[src/rtl/pixel_readout_ctrl.sv]
// Readout controller for the hierarchical pixel arbiter: gates arbitration,
// timestamps each new grant and queues it in a FWFT FIFO toward the event link.
//
// Ports:
//   clk_i, reset_i (async, active-low)
//   start_i       : level, 1 = read out, 0 = stop and drain
//   arb_active_i  : arbiter grant valid
//   arb_x_add_i   : granted row address
//   arb_y_add_i   : granted column address
//   arb_enable_o  : registered enable toward the arbiter
//   evt_data_o    : FIFO head {ts, x, y}, zero while empty
//   evt_valid_o   : FIFO non-empty
//   evt_ready_i   : downstream accepts the head
//   fifo_level_o  : FIFO occupancy
//   drop_cnt_o    : saturating count of events lost to a full FIFO
//   busy_o        : controller not idle
module pixel_readout_ctrl #(
    parameter int ROW_ADD    = 2,
    parameter int COL_ADD    = 2,
    parameter int TS_WIDTH   = 16,
    parameter int FIFO_DEPTH = 8,
    parameter int DROP_W     = 8
) (
    input  logic                                  clk_i,
    input  logic                                  reset_i,
    input  logic                                  start_i,
    input  logic                                  arb_active_i,
    input  logic [ROW_ADD-1:0]                    arb_x_add_i,
    input  logic [COL_ADD-1:0]                    arb_y_add_i,
    output logic                                  arb_enable_o,
    output logic [TS_WIDTH+ROW_ADD+COL_ADD-1:0]   evt_data_o,
    output logic                                  evt_valid_o,
    input  logic                                  evt_ready_i,
    output logic [$clog2(FIFO_DEPTH):0]           fifo_level_o,
    output logic [DROP_W-1:0]                     drop_cnt_o,
    output logic                                  busy_o
);

    localparam int AW = $clog2(FIFO_DEPTH);
    localparam int AD = ROW_ADD + COL_ADD;
    localparam int EW = TS_WIDTH + AD;

    localparam logic [AW:0] C_FULL = (AW+1)'(FIFO_DEPTH);
    localparam logic [AW:0] C_HI   = (AW+1)'(FIFO_DEPTH - 1);
    localparam logic [AW:0] C_LO   = (AW+1)'(FIFO_DEPTH / 2);
    localparam logic [AW:0] C_ONE  = (AW+1)'(1);

    typedef enum logic [1:0] {
        S_IDLE,
        S_RUN,
        S_HOLD,
        S_DRAIN
    } state_t;

    state_t              r_state;
    state_t              w_state_nxt;
    logic                r_arb_en;
    logic [TS_WIDTH-1:0] r_ts;
    logic [DROP_W-1:0]   r_drop;
    logic [AW:0]         r_wr_ptr;
    logic [AW:0]         r_rd_ptr;
    logic                r_act_d;
    logic [AD-1:0]       r_last_addr;
    logic [EW-1:0]       r_mem [FIFO_DEPTH];

    logic [AD-1:0]       w_addr;
    logic [AW:0]         w_level;
    logic [AW:0]         w_level_nxt;
    logic                w_empty;
    logic                w_full;
    logic                w_cap;
    logic                w_pop;
    logic                w_push;
    logic                w_drop;

    assign w_addr  = {arb_x_add_i, arb_y_add_i};
    assign w_level = r_wr_ptr - r_rd_ptr;
    assign w_empty = (w_level == '0);
    assign w_full  = (w_level == C_FULL);

    // A held grant is captured once; a new address or a fresh rise re-arms.
    assign w_cap  = (r_state != S_IDLE) && arb_active_i &&
                    (!r_act_d || (w_addr != r_last_addr));
    assign w_pop  = !w_empty && evt_ready_i;
    assign w_push = w_cap && (!w_full || w_pop);
    assign w_drop = w_cap && w_full && !w_pop;

    always_comb begin
        w_level_nxt = w_level;
        if (w_push && !w_pop) begin
            w_level_nxt = w_level + C_ONE;
        end else if (w_pop && !w_push) begin
            w_level_nxt = w_level - C_ONE;
        end
    end

    // Thresholds look at the post-edge level so the enable reacts in the
    // same edge that makes the FIFO nearly full (or drained enough).
    always_comb begin
        w_state_nxt = r_state;
        unique case (r_state)
            S_IDLE: begin
                if (start_i) w_state_nxt = S_RUN;
            end
            S_RUN: begin
                if (!start_i)                w_state_nxt = S_DRAIN;
                else if (w_level_nxt >= C_HI) w_state_nxt = S_HOLD;
            end
            S_HOLD: begin
                if (!start_i)                w_state_nxt = S_DRAIN;
                else if (w_level_nxt <= C_LO) w_state_nxt = S_RUN;
            end
            S_DRAIN: begin
                if (w_level_nxt == '0 && !arb_active_i) w_state_nxt = S_IDLE;
            end
        endcase
    end

    always_ff @(posedge clk_i or negedge reset_i) begin
        if (!reset_i) begin
            r_state     <= S_IDLE;
            r_arb_en    <= 1'b0;
            r_ts        <= '0;
            r_drop      <= '0;
            r_wr_ptr    <= '0;
            r_rd_ptr    <= '0;
            r_act_d     <= 1'b0;
            r_last_addr <= '0;
        end else begin
            r_state  <= w_state_nxt;
            r_arb_en <= (w_state_nxt == S_RUN);
            r_act_d  <= arb_active_i;

            if (r_state == S_IDLE) r_ts <= '0;
            else                   r_ts <= r_ts + TS_WIDTH'(1);

            if (r_state == S_IDLE && start_i) begin
                r_drop <= '0;
            end else if (w_drop && (r_drop != '1)) begin
                r_drop <= r_drop + DROP_W'(1);
            end

            if (w_cap)  r_last_addr <= w_addr;
            if (w_push) r_wr_ptr    <= r_wr_ptr + C_ONE;
            if (w_pop)  r_rd_ptr    <= r_rd_ptr + C_ONE;
        end
    end

    always_ff @(posedge clk_i) begin
        if (w_push) r_mem[r_wr_ptr[AW-1:0]] <= {r_ts, w_addr};
    end

    assign arb_enable_o = r_arb_en;
    assign evt_valid_o  = !w_empty;
    assign evt_data_o   = w_empty ? '0 : r_mem[r_rd_ptr[AW-1:0]];
    assign fifo_level_o = w_level;
    assign drop_cnt_o   = r_drop;
    assign busy_o       = (r_state != S_IDLE);

endmodule

[config.mk]
export PLATFORM = sky130hd
export DESIGN_NAME = pixel_readout_ctrl
export DESIGN_NICKNAME = d
export VERILOG_FILES = /design/src/rtl/pixel_readout_ctrl.sv
export SDC_FILE = /design/constraint.sdc
export NUM_CORES = 1
export LEC_CHECK = 0
export CAP_MARGIN = 5
export CORE_UTILIZATION = 54
export DETAILED_ROUTE_END_ITERATION = 8
export PLACE_DENSITY = 0.87
export SYNTH_ARGS = -nofsm -noshare
export SYNTH_HDL_FRONTEND = slang
export SYNTH_SLANG_ARGS = --single-unit
[constraint.sdc]
create_clock -name clk_i -period 4.5 [get_ports clk_i]
set_clock_uncertainty 0.1 [all_clocks]
set_input_delay 1.35 -clock clk_i [delete_from_list [all_inputs] [get_ports clk_i]]
set_output_delay 1.35 -clock clk_i [all_outputs]
set_load 0.01 [all_outputs]
==> results <==
## power by group through the flow
stage	combinational (mW)	clock, mW	sequential [mW]
2_1_floorplan	1.85	0	2.57
3_3_place_gp	2.86	0	2.60
3_5_place_dp	2.95	0	2.64
4_1_cts	3.12	1.52	2.60
5_1_grt	3.39	1.58	2.63
6_report	3.12	1.50	2.60
## worst max-delay path by stage
stage	slack [ns]	endpoint	startpoint	depth (start not counted)
floorplan	0.19	r_mem[4][0]	r_rd_ptr[1]	10
global placement	0.29	r_mem[7][19]	arb_x_add_i[1]	8
detailed placement	0.13	r_mem[7][19]	arb_x_add_i[1]	8
CTS	0.02	evt_data_o[0]	r_wr_ptr[0]	9
global route	0.03	evt_data_o[0]	r_wr_ptr[0]	9
finish	0.13	evt_data_o[0]	r_wr_ptr[0]	9
## tightest hold or removal path, delay by kind of cell (launching register included)
family,cells,cell delay [ns]
simple gates,2,0.13
flops,1,0.35
## kinds of logic after synthesis
| logic type | Yosys count | synth area share |
|---|---|---|
| DFF | 200 | 0.6916 |
| xor gates and xnor gates | 27 | 0.02996 |
| and+or+nand+nor | 153 | 0.08705 |
| buffers and inverters | 33 | 0.01580 |
| muxes | 41 | 0.1085 |
| adders and majority gates | 11 | 0.01729 |
| AOI/OAI and AO/OA | 64 | 0.04979 |
## flip-flops by register name (all words and copies together) (netlist names)
signal        cells
r_last_addr       4
arb_enable_o      1
r_wr_ptr          4
r_ts             16
r_rd_ptr          4
r_mem           160
r_state           2
drop_cnt_o        8
r_act_d           1
## layer usage
| metal | GRT usage | up-vias |
|---|---|---|
| li1 | - | 2161 |
| met1 | 0.3071 | 2479 |
| met2 | 0.3939 | 225 |
| met3 | 0.04935 | 44 |
| met4 | 0.1239 | 0 |
| met5 | 0 | - |
## repair_timing
action / in CTS / in global routing
cloned: 1 / 0
buffers inserted: 3 / 0
endpoints found under the setup margin: 21 / 12
gates resized for setup: 18 / 12
pin swaps: 1 / 0
## cell usage after synthesis (all sizes together), types with 3 or more instances
| cell type | instances |
|---|---|
| mux4 | 40 |
| clkbuf | 13 |
| xor2 | 17 |
| inv | 14 |
| buf | 6 |
| o21ai | 13 |
| nor2 | 31 |
| nor4 | 3 |
| xnor2 | 10 |
| or3 | 6 |
| a21oi | 31 |
| and3 | 4 |
| nand3 | 9 |
| a211oi | 3 |
| nand2 | 72 |
| nand2b | 3 |
| dfrtp | 40 |
| nor3 | 10 |
| and2 | 3 |
| ha | 10 |
| nand4 | 6 |
| edfxtp | 160 |
## area by class of cell
type | instances | area [sq um]
Clock buffer | 18 | 429.2
Inverter | 14 | 52.55
Sequential cell | 200 | 5809
Fill cell | 973 | 5256
Timing Repair Buffer | 72 | 730.7
Clock inverter | 14 | 157.7
Multi-Input combinational cell | 296 | 2531
Tap cell | 188 | 235.2
## per-stage QoR
stage,cells,worst slack (ns),hold slack [ns],cell area (sq um)
6_report,802,0.1284,0.4143,9946
2_1_floorplan,529,0.1879,0.3617,8401
3_5_place_dp,766,0.1288,0.3874,9231
3_3_place_gp,766,0.2915,0.3747,9231
5_1_grt,802,0.02695,0.4399,9946
4_1_cts,802,0.02331,0.4046,9915
==> results by group <==
Run status
  • Run status: completed

Power
  • Power Total: 7.222 mW
  • Clock power share: 0.207
  • Seq pwr share: 0.360
  • Pwr/cell area: just over 700 nW/um^2
  • P_int: approximately 4.6 mW
  • Peak supply drop: 0.4007 mV
  • LEAKAGE: 3.726 nW
  • Combinational group share of total power: 0.432
  • Switching share of total power: 0.3639
  • Net Sw Power: 2.628 mW

CTS
  • # clock sinks: 200
  • TritonCTS Buffers: 17
  • CTS Hold Bufs: 0
  • CTS tree: built
  • CTS Buffer Depth: 2
  • Clk_lat worst skew: 0.44 ns
  • CTS root buf: clkbuf_16
  • Reg clk slew, reported paths: 0.07 ns
  • H-tree depth: 4

Min path
  • Hold Path Sink: r_last_addr[2]
  • WHS Path Cells: 2
  • Hold path start: r_last_addr[2]
  • Hold Path Class: register to register

Logic synthesis
  • EDFF count, synth: 160
  • Average cell area after synthesis: about 16 sq um
  • Post-synth top area cell: edfxtp_1
  • Seq/Total Area, Yosys: 0.6916
  • Asr flop ratio synth: 0.2000
  • Synth warnings: 0
  • Synth unique cells: 54
  • Ys flop type: edfxtp_1
  • Post-Synthesis Cells: 529
  • Ranking of synthesized cells by area: edfxtp_1 57%, dfrtp_1 12%, mux4_2 11%
  • Synthesized net count: 549
  • Top-area cell type share of the netlist area: 0.5724
  • #FFs+latches synth: 200
  • Synthesized cell area: approximately 8400 sq um

Routing
  • DRT Pass-1 Iters: 5
  • WL final: approximately 18,000 um
  • Met3 wire len: 1143 um
  • Wire per inst: roughly 22 um
  • Max Used Layer: met4
  • Initial DRC Count: 542
  • Metal2 WL: 9029 um
  • Via count: 4,909
  • Metal-1 WL: 7049 um
  • Residual DRC count: 0
  • Vias per inst: 6.121
  • Detail Route Antenna Nets: 0

Worst setup path
  • Startpoint types: register
  • RR Endpoint: r_mem[7][15]
  • Reg-to-reg critical path startpoint: r_wr_ptr[2]
  • Setup CP Type: register to output pin
  • Crit Path Max Fanout: 5
  • Max incr delay on CP: 0.58 ns
  • Required time worst endpoint: 3.05 ns
  • Critical path arrival: 2.92 ns
  • Cell family with the largest share of critical-path delay: adder cells
  • CP cell instances: inv_1 > ha_2 > fa_2 > ha_1 > nand2_2 > nor3_4 > buf_12 > a21oi_2 > clkdlybuf4s50_1
  • Worst reg-to-reg setup slack: roughly 1.1 ns
  • Critical path capture point type: output pin
  • Slowest stage cell, crit path: clkdlybuf4s50_1
  • Buf+Inv Stages, Crit Path: 3
  • Worst R2R Path Depth: 8

Place
  • GPL Wtd Cong: 0.8528
  • Dpl hpwl: 10,800 um
  • Port-buffer cells: 43

STA
  • Max_slew headroom: 0.3340
  • Minimum clock period: ~4.4 ns
  • Fmax: 228.8 MHz
  • Max-slew violations: 0
  • Final setup fails: 0
  • Tcrit/Tclk final: 0.9715
  • Setup Total Neg Slack: 0 ns
  • Slew @ Worst Pin: 0.9886 ns
  • RSZ-0062 raised after global routing: no
  • Final hold violations: 0

Global route
  • First-pass GRT wire length: between 20,000 and 30,000 um
  • Largest net degree at the start of global routing: 44
  • Vias in the first global route: roughly 5.1k
  • GR Util All Layers: 0.2402
  • Grt ovf: 0
  • Antenna violations before repair: 0

Job
  • # Max-Cap Violations: 0

Finish
  • # diodes: 0
  • Fin nets: around 620
  • Final Util: 0.6542
  • Layout cells sized above 1: 0.2150
  • P&R area growth vs syn: 18.48%
  • Commonest non-fill, non-tap cell in the layout: edfxtp_1
  • Most frequent cells in the layout: 160 x edfxtp_1, 71 x nand2_1, 40 x mux4_2

Die
  • Die area: 16,050 sq um
  • FP Rows: 45
  • I/O Pins: 44
  • Effective utilization at floorplan: 0.5522
  • Core ar.: 15,200 sq um
  • Die Y: 126.7 um
  • Die W: between 100 and 150 um
Power figures use the tool's default switching activity.
